$ cat config.mk
export PLATFORM = sky130hd
export DESIGN_NAME = ps2_key_tracker
export DESIGN_NICKNAME = d
export VERILOG_FILES = /design/src/rtl/ps2_key_tracker.sv
export SDC_FILE = /design/constraint.sdc
export NUM_CORES = 1
export LEC_CHECK = 0
export ABC_AREA = 0
export BUFFER_PORTS_ARGS = -buffer_cell sky130_fd_sc_hd__buf_2
export CAP_MARGIN = 20
export CORE_UTILIZATION = 51
export CTS_CLUSTER_DIAMETER = 30
export DETAILED_ROUTE_END_ITERATION = 7
export PLACE_DENSITY_LB_ADDON = 0.08
export SETUP_SLACK_MARGIN = 0.05
export SYNTH_ARGS = -nofsm -noshare
export SYNTH_HDL_FRONTEND = slang
export SYNTH_SLANG_ARGS = --single-unit
$ cat constraint.sdc
create_clock -name clk -period 2.1 [get_ports clk]
set_input_delay 0.21 -clock clk [delete_from_list [all_inputs] [get_ports clk]]
set_output_delay 0.21 -clock clk [all_outputs]
set_load 0.02 [all_outputs]
$ cat src/rtl/ps2_key_tracker.sv
// PS/2 Set-2 key tracker: parses E0/F0 prefixes, follows the held key with typematic
// suppression, counts distinct presses and drives active-low hex seven-segment digits.
module ps2_key_tracker #(
    parameter int unsigned CNT_W            = 8,
    parameter int unsigned BLANK_ON_RELEASE = 1,
    parameter int unsigned TIMEOUT          = 1000000
) (
    input  logic                        clk,
    input  logic                        clr,
    input  logic                        code_valid,
    input  logic [7:0]                  code,
    output logic [7:0]                  key_code,
    output logic                        key_ext,
    output logic                        key_down,
    output logic [CNT_W-1:0]            press_cnt,
    output logic                        proto_err,
    output logic [7*(2+CNT_W/4)-1:0]    seg
);

    localparam int unsigned NDIG    = 2 + CNT_W / 4;
    localparam int unsigned SEG_W   = 7 * NDIG;
    localparam int unsigned CDIG    = CNT_W / 4;
    localparam int unsigned TO_W    = (TIMEOUT > 1) ? $clog2(TIMEOUT) : 1;
    localparam int unsigned TO_LAST = (TIMEOUT > 0) ? TIMEOUT - 1 : 0;

    localparam logic [7:0] B_EXT = 8'hE0;
    localparam logic [7:0] B_BRK = 8'hF0;
    localparam logic [6:0] BLANK = 7'h7F;

    typedef enum logic [1:0] {
        S_IDLE,
        S_EXT,
        S_BRK,
        S_EXT_BRK
    } state_t;

    state_t              state, state_nxt;
    logic [TO_W-1:0]     to_cnt, to_cnt_nxt;
    logic [7:0]          key_code_nxt;
    logic                key_ext_nxt;
    logic                key_down_nxt;
    logic [CNT_W-1:0]    press_cnt_nxt;
    logic                proto_err_nxt;
    logic [SEG_W-1:0]    seg_nxt;
    logic [SEG_W-1:0]    seg_rst;

    logic                do_make;
    logic                do_brk;
    logic                ev_ext;

    // Active-low hex glyph, bits {g,f,e,d,c,b,a}
    function automatic logic [6:0] hex7(input logic [3:0] v);
        logic [6:0] g;
        case (v)
            4'h0: g = 7'h40;
            4'h1: g = 7'h79;
            4'h2: g = 7'h24;
            4'h3: g = 7'h30;
            4'h4: g = 7'h19;
            4'h5: g = 7'h12;
            4'h6: g = 7'h02;
            4'h7: g = 7'h78;
            4'h8: g = 7'h00;
            4'h9: g = 7'h10;
            4'hA: g = 7'h08;
            4'hB: g = 7'h03;
            4'hC: g = 7'h46;
            4'hD: g = 7'h21;
            4'hE: g = 7'h06;
            default: g = 7'h0E;
        endcase
        return g;
    endfunction

    // Host-protocol and keyboard status bytes carry no key information
    function automatic logic is_ignored(input logic [7:0] b);
        return (b == 8'h00) || (b == 8'hAA) || (b == 8'hEE) ||
               (b == 8'hFA) || (b == 8'hFE) || (b == 8'hFF);
    endfunction

    // Prefix parser, timeout and key tracking
    always_comb begin
        state_nxt     = state;
        to_cnt_nxt    = to_cnt;
        key_code_nxt  = key_code;
        key_ext_nxt   = key_ext;
        key_down_nxt  = key_down;
        press_cnt_nxt = press_cnt;
        proto_err_nxt = 1'b0;
        do_make       = 1'b0;
        do_brk        = 1'b0;
        ev_ext        = 1'b0;

        if (code_valid) begin
            to_cnt_nxt = '0;
            case (state)
                S_IDLE: begin
                    if (code == B_EXT)          state_nxt = S_EXT;
                    else if (code == B_BRK)     state_nxt = S_BRK;
                    else if (!is_ignored(code)) do_make = 1'b1;
                end
                S_EXT: begin
                    if (code == B_BRK)      state_nxt = S_EXT_BRK;
                    else if (code != B_EXT) begin
                        do_make   = 1'b1;
                        ev_ext    = 1'b1;
                        state_nxt = S_IDLE;
                    end
                end
                S_BRK, S_EXT_BRK: begin
                    state_nxt = S_IDLE;
                    if (code == B_EXT || code == B_BRK) begin
                        proto_err_nxt = 1'b1;
                    end else begin
                        do_brk = 1'b1;
                        ev_ext = (state == S_EXT_BRK);
                    end
                end
                default: state_nxt = S_IDLE;
            endcase
        end else if (TIMEOUT > 0 && state != S_IDLE) begin
            if (to_cnt == TO_W'(TO_LAST)) begin
                state_nxt     = S_IDLE;
                proto_err_nxt = 1'b1;
                to_cnt_nxt    = '0;
            end else begin
                to_cnt_nxt = to_cnt + TO_W'(1);
            end
        end else begin
            to_cnt_nxt = '0;
        end

        // A make matching the held key is typematic repeat and changes nothing
        if (do_make && !(key_down && code == key_code && ev_ext == key_ext)) begin
            key_code_nxt  = code;
            key_ext_nxt   = ev_ext;
            key_down_nxt  = 1'b1;
            press_cnt_nxt = press_cnt + CNT_W'(1);
        end
        if (do_brk && code == key_code && ev_ext == key_ext) begin
            key_down_nxt = 1'b0;
        end
    end

    // Display digits from the registered key state
    always_comb begin
        seg_nxt = '1;
        seg_rst = '1;
        for (int i = 0; i < int'(CDIG); i++) begin
            seg_nxt[7*(2+i) +: 7] = hex7(press_cnt[4*i +: 4]);
            seg_rst[7*(2+i) +: 7] = hex7(4'h0);
        end
        if (BLANK_ON_RELEASE != 0 && !key_down) begin
            seg_nxt[13:0] = {BLANK, BLANK};
        end else begin
            seg_nxt[6:0]  = hex7(key_code[3:0]);
            seg_nxt[13:7] = hex7(key_code[7:4]);
        end
    end

    always_ff @(posedge clk) begin
        if (clr) begin
            state     <= S_IDLE;
            to_cnt    <= '0;
            key_code  <= '0;
            key_ext   <= 1'b0;
            key_down  <= 1'b0;
            press_cnt <= '0;
            proto_err <= 1'b0;
            seg       <= seg_rst;
        end else begin
            state     <= state_nxt;
            to_cnt    <= to_cnt_nxt;
            key_code  <= key_code_nxt;
            key_ext   <= key_ext_nxt;
            key_down  <= key_down_nxt;
            press_cnt <= press_cnt_nxt;
            proto_err <= proto_err_nxt;
            seg       <= seg_nxt;
        end
    end

endmodule
==> results.yml <==
power_and_ir_drop:
  swShare_pct: 25.5
  ir_drop_mv: 0.317
  p_comb_share_pct: 12.1
  seqPwrFrac_pct: 47.3
  p_clk_share_pct: 40.6
  switchingPower_uw: 734
  p_int_uw: 2150
  p_per_area_nw_per_um2: 654
  fin_total_pwr_uw: 2880
  p_leak_uw: 0.00170
floorplan:
  dieHeight_um: 87.2
  core_area_sq_um: 6910
  io_pins: 58
  num_rows: 30
  dieArea_sq_um: 7610
  start_util_pct: 53.7
  die_w_um: 87.2
place:
  gp_congestion: 0.878
  place.port_buffers: 57
  pre_cts_ws_ns: -0.0181
  place_hpwl_um: 5680
  dp_cells: 588
  place_area_sq_um: 4190
global_route:
  grt_antenna_before_repair: 0
  grt_pass1_wl_um: 13400
  grt_pass1_vias: 2966
  track_usage_pct: 22.5
  globalRouteOverflowTotal: 0
  grt_max_degree: 22
synthesis:
  ys_warn_count: 0
  synth-main-ff-cell: "dfxtp_1"
  synth_largest_area_cell: "dfxtp_1"
  synth.area.top_cells: "dfxtp_1, ha_1, nor2_1"
  synth_seq_cells: 69
  avgSynthCellArea_sq_um: 8.50
  synth_area_sq_um: 3710
  netlist.area_leader.share_pct: 37.3
  netlist_instances: 436
  async_flop_share_pct: 0
  synth_seq_area_share_pct: 37.3
  synth-edff-count: 0
  ys_types: 49
  synth.net_count: 472
clock_network:
  cts_buffers: 9
  htree_levels: 3
  cts_root_buf: "clkbuf_8"
  path_clk_slew_ns: 0.07
  cts_tree: "done"
  numClockSinks: 69
  hold_buffers: 0
  clkLatencyLatePin_ns: 0.35
  post_cts_buffers: 0
  cts.path.max_buffers: 2
  post_cts_resized: 0
setup_path:
  cp_slowest_stage_delay_ns: 0.48
  worstPathArrival_ns: 2.13
  crit_buf_inv: 0
  cpLargestDelayFamily: "compound AO/OA/AOI/OAI gates"
  critical_path_required_ns: 2.34
  cp-end-kind: "flip-flop"
  crit_chain: "nand2_1 -> a2111o_1 -> a2111o_1 -> nand3_1 -> mux2_2"
  cpMostUsedCell: "a2111o_1"
  cp_max_fo: 6
  critPathKind: "reg -> reg"
  crit_slowest_cell: "a2111o_1"
  cp-start-kind: "flip-flop"
layout:
  fin_nets: 539
  antenna_cells: 0
  final_cell_mix: "dfxtp_1, buf_2, nor2_1"
  final_common_cell: "dfxtp_1"
  area_delta_synth_final_pct: 18.8
  design_area_sq_um: 4400
  fin_cells: 604
  layout-drive-gt1-share_pct: 21.1
routing:
  wl_per_cell_um: 13.2
  viasPerCell: 5.37
  first_iter_violations: 181
  drtAntennaViolNets: 0
  totalWireLength_um: 7940
  vias: 3246
  drc: 0
  dr.pass1.iters: 4
timing:
  slew_headroom_pct: 57.5
  finalHoldViolations: 0
  tightest_slew_ns: 0.637
  skew_ns: 0.0148
  fin_crit_sh_pct: 90.1
  max_freq_ghz: 0.528
  setup_viol: 0
  final-max-slew-violation-count: 0
  finalCriticalPeriod_ns: 1.89
  rsz0062_at_grt: "no"
  layout_setup_ws_ns: 0.208
min_path:
  min-delay-path-class: "in -> reg"
outcome:
  status: "complete, no violations"
flow_run:
  maxCapViolations: 0
## per-stage QoR
| stage | util, % | hold WS [ns] | TNS (ns) |
|---|---|---|---|
| after global routing | 63.7 | 0.194 | 0 |
| after detailed placement | 60.6 | 0.431 | -0.0433 |
| final | 63.7 | 0.177 | 0 |
| after floorplan | - | 0.358 | 0 |
| after CTS | 63.7 | 0.165 | 0 |
| after global placement | 60.6 | 0.422 | 0 |
## final timing paths
kind                   from      endpoint  slack, ns  cells after the start
setup / recovery   state[0]  press_cnt[2]       0.21                      5
setup reg to reg   state[0]  press_cnt[2]       0.21                      5
hold / removal      code[5]   key_code[5]       0.18                      3
hold reg to reg   to_cnt[0]     to_cnt[0]       0.44                      1
## flip-flops by register name, indices dropped and copies added, names as in the netlist
register / count
seg: 28
to_cnt: 20
key_code: 8
press_cnt: 8
state: 2
key_down: 1
key_ext: 1
proto_err: 1
## per-layer routing
metal  GRT usage (%)  vias up  routed length [um]
met5               0        -                   0
met4            12.1        0                 210
met3            4.64       17                 319
met2            36.2       69                3680
met1            28.4     1500                3740
li1                -     1660                   -
## area by class of cell
cell class,instances,area (sq um)
Sequential cell,69,1380
Clock inverter,6,87.6
Timing Repair Buffer,84,488
Clock buffer,10,128
Tap cell,96,120
Multi-Input combinational cell,319,2120
Fill cell,635,2500
Inverter,20,75.1
## tightest hold or removal path: stages
cell and delay (ns):
buf_2 0.14, nand3_1 0.07, a21oi_1 0.05
## cells in the mapped netlist (all sizes together) (2+ instances only)
| master | instances |
|---|---|
| and4 | 3 |
| a21oi | 24 |
| mux2i | 7 |
| nor2 | 52 |
| o21ai | 25 |
| or4 | 5 |
| nand2b | 7 |
| and2 | 5 |
| mux2 | 3 |
| dfxtp | 69 |
| a21boi | 5 |
| a211oi | 3 |
| nand3 | 27 |
| nor4b | 2 |
| o31ai | 4 |
| buf | 9 |
| nor4 | 3 |
| mux4 | 2 |
| a311oi | 3 |
| a32oi | 2 |
| o311ai | 2 |
| nand2 | 33 |
| nand4 | 6 |
| a221o | 2 |
| nor3 | 9 |
| clkbuf | 19 |
| a22oi | 2 |
| xnor2 | 20 |
| ha | 25 |
| nor2b | 6 |
| and3 | 3 |
| inv | 20 |
| o211ai | 11 |
| a2111o | 2 |
| xor2 | 7 |
## power groups by stage
stage | sequential, uW | clock [uW] | combinational, uW
finish | 1360 | 1170 | 347
global route | 1370 | 1260 | 384
CTS | 1360 | 1200 | 348
detailed placement | 1390 | 0 | 345
global placement | 1390 | 0 | 339
floorplan | 1440 | 0 | 180
## cells by family (layout without fill, tap and decap cells)
logic type                 after synthesis  in the layout  share of synthesized area (%)
adders and majority gates               25             25                           8.44
buffers and inverters                   48            120                           5.44
DFF                                     69             69                           37.3
AOI/OAI and AO/OA                       90             90                           16.3
xor gates and xnor gates                27             27                           6.38
muxes                                   12             12                           4.12
and+or+nand+nor                        165            165                           22.0
(Power assumes the default switching activity.)
